File: src/rtl/gate_sensor_sequencer.sv
// ============================================================================
// Module   : gate_sensor_sequencer
// Purpose  : Debounces entry/exit gate sensors and sequences car passages into
//            single-cycle car_in / car_out / denied / abort event pulses.
// Revision : 1.0 - initial release
// ============================================================================
`default_nettype none

module gate_sensor_sequencer #(
    parameter int DEB_CYCLES = 4,
    parameter int TIMEOUT    = 64
) (
    input  logic clk_2,
    input  logic reset,
    input  logic sensor_a,
    input  logic sensor_b,
    input  logic sensor_exit,
    input  logic lot_full,
    output logic car_in,
    output logic car_out,
    output logic denied,
    output logic abort,
    output logic entry_busy,
    output logic exit_busy
);

    localparam int DW = $clog2(DEB_CYCLES + 1);
    localparam int TW = $clog2(TIMEOUT + 1);
    localparam logic [DW-1:0] DEB_LAST = DW'(DEB_CYCLES - 1);
    localparam logic [TW-1:0] TO_LAST  = TW'(TIMEOUT - 1);

    localparam logic [2:0] E_IDLE = 3'd0;
    localparam logic [2:0] E_A    = 3'd1;
    localparam logic [2:0] E_AB   = 3'd2;
    localparam logic [2:0] E_B    = 3'd3;
    localparam logic [2:0] E_WAIT = 3'd4;

    localparam logic [1:0] X_IDLE = 2'd0;
    localparam logic [1:0] X_HOLD = 2'd1;
    localparam logic [1:0] X_WAIT = 2'd2;

    logic [2:0] raw;
    logic [2:0] deb;

    assign raw = {sensor_exit, sensor_b, sensor_a};

    // The debounced value flips on the edge that completes DEB_CYCLES disagreeing samples.
    genvar gi;
    generate
        for (gi = 0; gi < 3; gi++) begin : g_deb
            logic          q;
            logic [DW-1:0] cnt;
            always_ff @(posedge clk_2 or posedge reset) begin
                if (reset) begin
                    q   <= 1'b0;
                    cnt <= '0;
                end else if (raw[gi] != q) begin
                    if (cnt == DEB_LAST) begin
                        q   <= raw[gi];
                        cnt <= '0;
                    end else begin
                        cnt <= cnt + 1'b1;
                    end
                end else begin
                    cnt <= '0;
                end
            end
            assign deb[gi] = q;
        end
    endgenerate

    logic a, b, x;
    assign a = deb[0];
    assign b = deb[1];
    assign x = deb[2];

    logic [2:0]    e_state, e_next;
    logic [TW-1:0] e_tcnt;
    logic          e_active, e_to, car_in_n, denied_n;

    assign e_active = (e_state == E_A) || (e_state == E_AB) || (e_state == E_B);

    always_comb begin
        e_next   = e_state;
        e_to     = 1'b0;
        car_in_n = 1'b0;
        denied_n = 1'b0;
        case (e_state)
            E_IDLE: begin
                if (a && !b) begin
                    e_next   = lot_full ? E_WAIT : E_A;
                    denied_n = lot_full;
                end else if (b) begin
                    e_next = E_WAIT;
                end
            end
            E_A: begin
                if (a && b)        e_next = E_AB;
                else if (!a && !b) e_next = E_IDLE;
            end
            E_AB: begin
                if (!a && b)      e_next = E_B;
                else if (a && !b) e_next = E_A;
            end
            E_B: begin
                if (!a && !b) begin
                    e_next   = E_IDLE;
                    car_in_n = 1'b1;
                end else if (a && b) begin
                    e_next = E_AB;
                end
            end
            E_WAIT: begin
                if (!a && !b) e_next = E_IDLE;
            end
            default: e_next = E_IDLE;
        endcase
        // A real transition always takes precedence over a timeout on the same edge.
        if (e_active && (e_next == e_state) && (e_tcnt == TO_LAST)) begin
            e_next = E_WAIT;
            e_to   = 1'b1;
        end
    end

    logic [1:0]    x_state, x_next;
    logic [TW-1:0] x_tcnt;
    logic          x_active, x_to, car_out_n;

    assign x_active = (x_state == X_HOLD);

    always_comb begin
        x_next    = x_state;
        x_to      = 1'b0;
        car_out_n = 1'b0;
        case (x_state)
            X_IDLE: if (x) x_next = X_HOLD;
            X_HOLD: begin
                if (!x) begin
                    x_next    = X_IDLE;
                    car_out_n = 1'b1;
                end else if (x_tcnt == TO_LAST) begin
                    x_next = X_WAIT;
                    x_to   = 1'b1;
                end
            end
            X_WAIT: if (!x) x_next = X_IDLE;
            default: x_next = X_IDLE;
        endcase
    end

    always_ff @(posedge clk_2 or posedge reset) begin
        if (reset) begin
            e_state <= E_IDLE;
            e_tcnt  <= '0;
            x_state <= X_IDLE;
            x_tcnt  <= '0;
            car_in  <= 1'b0;
            car_out <= 1'b0;
            denied  <= 1'b0;
            abort   <= 1'b0;
        end else begin
            e_state <= e_next;
            x_state <= x_next;
            e_tcnt  <= ((e_next != e_state) || !e_active) ? '0 : e_tcnt + 1'b1;
            x_tcnt  <= ((x_next != x_state) || !x_active) ? '0 : x_tcnt + 1'b1;
            car_in  <= car_in_n;
            car_out <= car_out_n;
            denied  <= denied_n;
            abort   <= e_to | x_to;
        end
    end

    assign entry_busy = (e_state != E_IDLE);
    assign exit_busy  = (x_state != X_IDLE);

endmodule

`default_nettype wire

File: config.mk
export PLATFORM = sky130hd
export DESIGN_NAME = gate_sensor_sequencer
export DESIGN_NICKNAME = d
export VERILOG_FILES = /design/src/rtl/gate_sensor_sequencer.sv
export SDC_FILE = /design/constraint.sdc
export NUM_CORES = 1
export LEC_CHECK = 0
export BUFFER_PORTS_ARGS = -buffer_cell sky130_fd_sc_hd__buf_4
export CAP_MARGIN = 20
export CORE_MARGIN = 5
export CORE_UTILIZATION = 50
export CTS_CLUSTER_SIZE = 20
export DETAILED_ROUTE_END_ITERATION = 7
export PLACE_DENSITY = 0.68
export RECOVER_POWER = 25
export SLEW_MARGIN = 20
export SYNTH_ARGS = -nofsm -noshare
export SYNTH_HDL_FRONTEND = slang
export SYNTH_SLANG_ARGS = --single-unit
File: constraint.sdc
create_clock -name clk_2 -period 2.3 [get_ports clk_2]
set_clock_uncertainty 0.2 [all_clocks]
set_input_delay 0.345 -clock clk_2 [delete_from_list [all_inputs] [get_ports clk_2]]
set_output_delay 0.345 -clock clk_2 [all_outputs]
set_load 0.01 [all_outputs]
Yosys cells after proc, flatten, opt, wreduce, memory -nomap -nowiden
Index checks and enable logic that the tools add are counted.
Word-level totals
  bits in registers: 35
  input bits: 6
  output and inout port bits: 6
  word-level logic and storage cells: 92
Cells by class
  add/subtract/negate cells: 5
  eq/ne operators: 17
  multiplexer cells: 34
  bitwise logic cells: 1
  reduce and logical (&&, ||, !) cells: 21
Operators by type and width (count)
  $mux W3: 16
  $eq A3 B2 Y1 const B: 5
  $pmux W3 S5: 1
  $add A7 B1 Y7 const B: 2
  $eq A7 B6 Y1 const B: 2
  $mux W7: 2
  $mux W1: 10
  $add A3 B1 Y3 const B: 3
  $mux W2: 4
  $logic_and A1 B1 Y1: 6
  $pmux W2 S3: 1
  $reduce_and A2 Y1: 3
  $logic_not A1 Y1: 4
  $logic_or A1 B1 Y1: 4
  $eq A3 B1 Y1 const B: 1
  $eq A3 B3 Y1: 1
  $eq A3 B3 Y1 const B: 1
  $logic_not A3 Y1: 1
  $ne A1 B1 Y1: 3
  $ne A3 B3 Y1: 1
  $reduce_bool A3 Y1: 1
  $eq A2 B1 Y1 const B: 1
  $eq A2 B2 Y1 const B: 1
  $logic_not A2 Y1: 1
  other kinds (3): 3

Longest topological paths before layout
  word-level depth: 12
  mapped depth: 4
  mapped depth without buffers: 4

Least setup slack after synthesis
Ideal clock, no wire load.
  path kind: register -> register
  from: register g_deb[1].q (netlist: b)
  to: register abort
  library setup time: 0.118 ns
  data arrival time: 1.277 ns
  required time: 1.982 ns
  path slack: 0.705 ns
  stages on the path, launching flop included: 5
  path buffers: 1
  period minus slack after synthesis: 1.595 ns
  cells stage by stage: dfrtp_1 buf_6 xnor2_2 mux2i_4 a2bb2o_4
On the way
  word-level cells in the longest chain between the ends: 10
  elaborated cells on any way between the ends: 19
  those cells by class: eq/ne: 1; mux: 10; bitwise: 1; reduce/logical: 7
Ends and longest elaborated chain
  from (decl): line 51  | logic q;
  from (signal assigned): line 59  | q <= raw[gi];
  $logic_not A1 Y1
  $logic_and A1 B1 Y1 (on tied branches)
  $mux W3 (on tied branches): line 103, 99, 114
  $mux W3 (on tied branches): line 102, 98
  $pmux W3 S5 (*): line 88  | case (e_state)
  $eq A3 B3 Y1 (*): line 119  | if (e_active && (e_next == e_state) && (e_tcnt == TO_LAST)) begin
  $logic_and A1 B1 Y1 (*) (2 in a row): line 119
  $mux W1 (*): line 119
  $or A1 B1 Y1 (*): line 169  | abort <= e_to | x_to;
  to (signal assigned): line 169
  to (decl): line 22  | output logic abort,
Mark *: on every way between the ends. The rest lies on a longest branch, timed or not.
A chain may end at the register's enable or synchronous reset.

Final worst setup path
  from: register e_state[0]
  to: output entry_busy
On the way
  word-level cells in the longest chain between the ends: 1
Ends and longest elaborated chain
  from (decl): line 77  | logic [2:0] e_state, e_next;
  from (signal assigned): line 162  | e_state <= e_next;
  $reduce_bool A3 Y1: line 173  | assign entry_busy = (e_state != E_IDLE);
  to (decl): line 23  | output logic entry_busy,
No other way between the ends.

==> run_results.csv <==
group,metric,value,unit
placed_design,port_buffers,11,
yosys,synth_top_area_frac,0.548,
routing,num_vias,1037,
global_routing,grtUsageMet3,0.0405,
timing,final-hold-violation-count,0,
worst_setup_path,worstPathRequired,1750,ps
yosys,ys.flop_type,"dfrtp_1",
worst_setup_path,crit_slowest_cell,"dfrtp_1",
yosys,yosysUniqueCellTypes,37,
timing,setup-violations-final,0,
yosys,avgSynthCellArea,11.8,um2
global_routing,use_met2,0.229,
routing,dr.first_iter.drc_count,59,
placed_design,gp_congestion,0.737,
worst_setup_path,rr_startpoint,"b$_DFFE_PP0P_",
clock_tree,clk_pin_slew,100,ps
worst_setup_path,critical_path_depth,3,
worst_setup_path,endpoint,"entry_busy",
yosys,synth_top_family_by_area,"simple AND/OR/NAND/NOR gates",
timing,tightest_slew,827,ps
yosys,yosysWarnings,0,
yosys,synth_compound_area_frac,0.0845,
power_and_ir_drop,fin_total_pwr,1.75,mW
yosys,synthAdderAreaFrac,0.0391,
worst_setup_path,crit_arrival,1310,ps
worst_setup_path,crit_start,"e_state[0]$_DFF_PP0_",
timing,slew_violations,0,
clock_tree,cts_tree,"yes",
power_and_ir_drop,p_leak,0.809,nW
cells_and_area,antenna_cells,0,
cells_and_area,drive_above_1_share,0.188,
worst_setup_path,worstRegToRegCells,3,
global_routing,antenna_found_initial,0,
routing,drt-vias-per-instance,5.24,
placed_design,dp.cells,189,
cells_and_area,final_cells,198,
clock_tree,post_cts_buffers,0,
cells_and_area,fin_util,0.591,
clock_tree,cts_root_buffer,"clkbuf_4",
worst_setup_path,r2r_end,"abort$_DFF_PP0_",
power_and_ir_drop,p_int,1.18,mW
global_routing,grtUsageTotal,0.140,
hold_path,min_path_type,"input port to register",
timing,rsz0062_at_grt,"false",
worst_setup_path,crit_family,"flip-flops",
floorplanning,rows,20,
timing,hold_ws,57.9,ps
cells_and_area,nFillCells,268,
floorplanning,die_w,66.6,um
floorplanning,die_area,4430,um2
cells_and_area,stdcell_area,1800,um2
floorplanning,die_h,66.6,um
power_and_ir_drop,irDropWorstVdd,0.000510,V
global_routing,grt_remaining_overflow,0,
placed_design,dp_hpwl,1860,um
power_and_ir_drop,power_frac_clock,0.214,
clock_tree,clk_path_buf_depth,2,
yosys,yosys-top-cells-area,"dfrtp_1 55%, ha_1 3.9%, nor3b_1 3.8%",
clock_tree,cts_buffers,5,
worst_setup_path,start_kind,"register",
global_routing,busiest_layer,"met2",
status,status,"complete, no violations",
timing,layout_setup_ws,445,ps
timing,period_minus_slack,1850,ps
yosys,synth_xor_area_frac,0.0595,
global_routing,grt_pass1_vias,1083,
routing,drtPass1Iterations,4,
yosys,synth_edf_count,0,
routing,drc,0,
floorplanning,core-area,3050,um2
placed_design,dp_slack,607,ps
floorplanning,initial_utilization,0.524,
clock_tree,cts_sinks,35,
yosys,synthCells,135,
yosys,seq_area_frac_synth,0.548,
cells_and_area,seqCellArea,876,um2
worst_setup_path,cp_cell_sequence,"nor2_1 -> nand2_1 -> buf_4",
timing,fmax,0.539,GHz
clock_tree,ctsHtreeMaxLevel,2,
yosys,netlist_top_cells_count,"35 x dfrtp_1, 10 x nor2_1, 8 x nor3b_1",
global_routing,grt_first_pass_wirelength,4600,um
power_and_ir_drop,power_frac_seq,0.506,
yosys,ys_seq_elements,35,
placed_design,place_area,1730,um2
yosys,yosysTopAreaCell,"dfrtp_1",
timing,max-slew-margin-rel,0.449,
worst_setup_path,path_class,"register to primary output",
worst_setup_path,cp-end-kind,"primary output",
cells_and_area,areaGrowthSynthToFinish,12.8,%
worst_setup_path,critPathMaxFanout,6,
worst_setup_path,cp_num_buf_inv,1,
global_routing,grt_util_met1,0.163,
floorplanning,io_pins,12,
cells_and_area,fin_nets,164,
power_and_ir_drop,switching_power,570,uW
power_and_ir_drop,combPwrFrac,0.281,
run,drv_cap,0,
routing,drt-total-wl,2540,um
yosys,async_reset_ff_frac,1.00,
clock_tree,clkLatencyLatePin,330,ps
worst_setup_path,r2r_setup_slack,590,ps
yosys,synth-simple-area-share,0.217,
worst_setup_path,slowest_delay,470,ps
timing,finalCritPeriodShare,0.806,
yosys,syn-num-nets,146,
routing,wl_per_cell,12.8,um
yosys,synthMostInstantiatedCell,"dfrtp_1",
cells_and_area,multi_input_area,696,um2
timing,setup_tns,0,ps
power_and_ir_drop,p_sw_frac,0.326,
routing,postRouteAntennaNets,0,
global_routing,grt_max_degree,36,
power_and_ir_drop,power_density,968,nW/um2
yosys,synth_mux_area_frac,0.0352,
clock_tree,ctsResizeCount,0,
yosys,syn_area,1600,um2
how the worst min path moves through the flow:
stage                                          from                         to  slack [ps]  cells after the start
after floorplan           g_deb[2].cnt[0]$_DFF_PP0_  g_deb[2].cnt[0]$_DFF_PP0_         220                      1
after global placement    g_deb[1].cnt[0]$_DFF_PP0_  g_deb[1].cnt[0]$_DFF_PP0_         230                      1
after detailed placement  g_deb[2].cnt[0]$_DFF_PP0_  g_deb[2].cnt[0]$_DFF_PP0_         230                      1
after CTS                               sensor_exit     g_deb[2].q$_DFFE_PP0P_          50                      2
after global routing                       sensor_b              b$_DFFE_PP0P_          50                      2
final                                   sensor_exit     g_deb[2].q$_DFFE_PP0P_          60                      2
power groups by stage:
stage                     logic, mW  clock network (mW)  registers, mW
final                         0.490               0.373          0.884
after global routing          0.548               0.410          0.913
after CTS                     0.502               0.378          0.884
after detailed placement      0.499                   0          0.896
after global placement        0.478                   0          0.887
after floorplan               0.426                   0          0.839
layer usage:
layer | up-vias | wire (um)
li1 | 511 | -
met1 | 503 | 1150
met2 | 16 | 1230
met3 | 7 | 95
met4 | 0 | 60
met5 | - | 0
timing repair:
item                                    4_1_cts  5_1_grt
hold buffers                                  1        0
endpoints found under the setup margin        0        0
endpoints found under the hold margin        35        0
cell usage in the layout (no fill, tap or decap), types with 2 or more instances in the layout:
master	instances
o21ai_0	5
mux2_2	3
buf_4	10
xor2_1	4
nand2b_1	3
or2_2	2
nand2_1	7
a21oi_1	3
nor3_1	7
nor2b_1	7
inv_1	3
dfrtp_1	35
nand3b_1	2
nor3b_1	8
ha_1	5
xnor2_1	5
nor2_1	10
nand3_1	4
and3b_1	2
or3_1	2
clkbuf_8	2
clkbuf_4	6
logic make-up (layout without fill, tap and decap cells):
kind of cell | Yosys count | count (layout)
simple gates | 58 | 58
flops | 35 | 35
compound gates | 18 | 18
xor+xnor | 10 | 10
fa+ha+maj | 5 | 5
buf+inv | 5 | 24
mux | 4 | 4
state kept, by name (all words and copies together), names as in the netlist:
signal     count
e_state        3
a              1
g_deb.cnt      9
g_deb.q        1
car_in         1
b              1
car_out        1
x_tcnt         7
abort          1
x_state        2
denied         1
e_tcnt         7
area by class of cell:
class                      instances  area share
inverter                           3     0.00624
clock buffer                       8      0.0381
timing repair buffer              13      0.0541
sequential                        35       0.485
tap                               44      0.0305
multi-input combinational         95       0.386
Note: power is estimated with default switching activity, not from simulation.
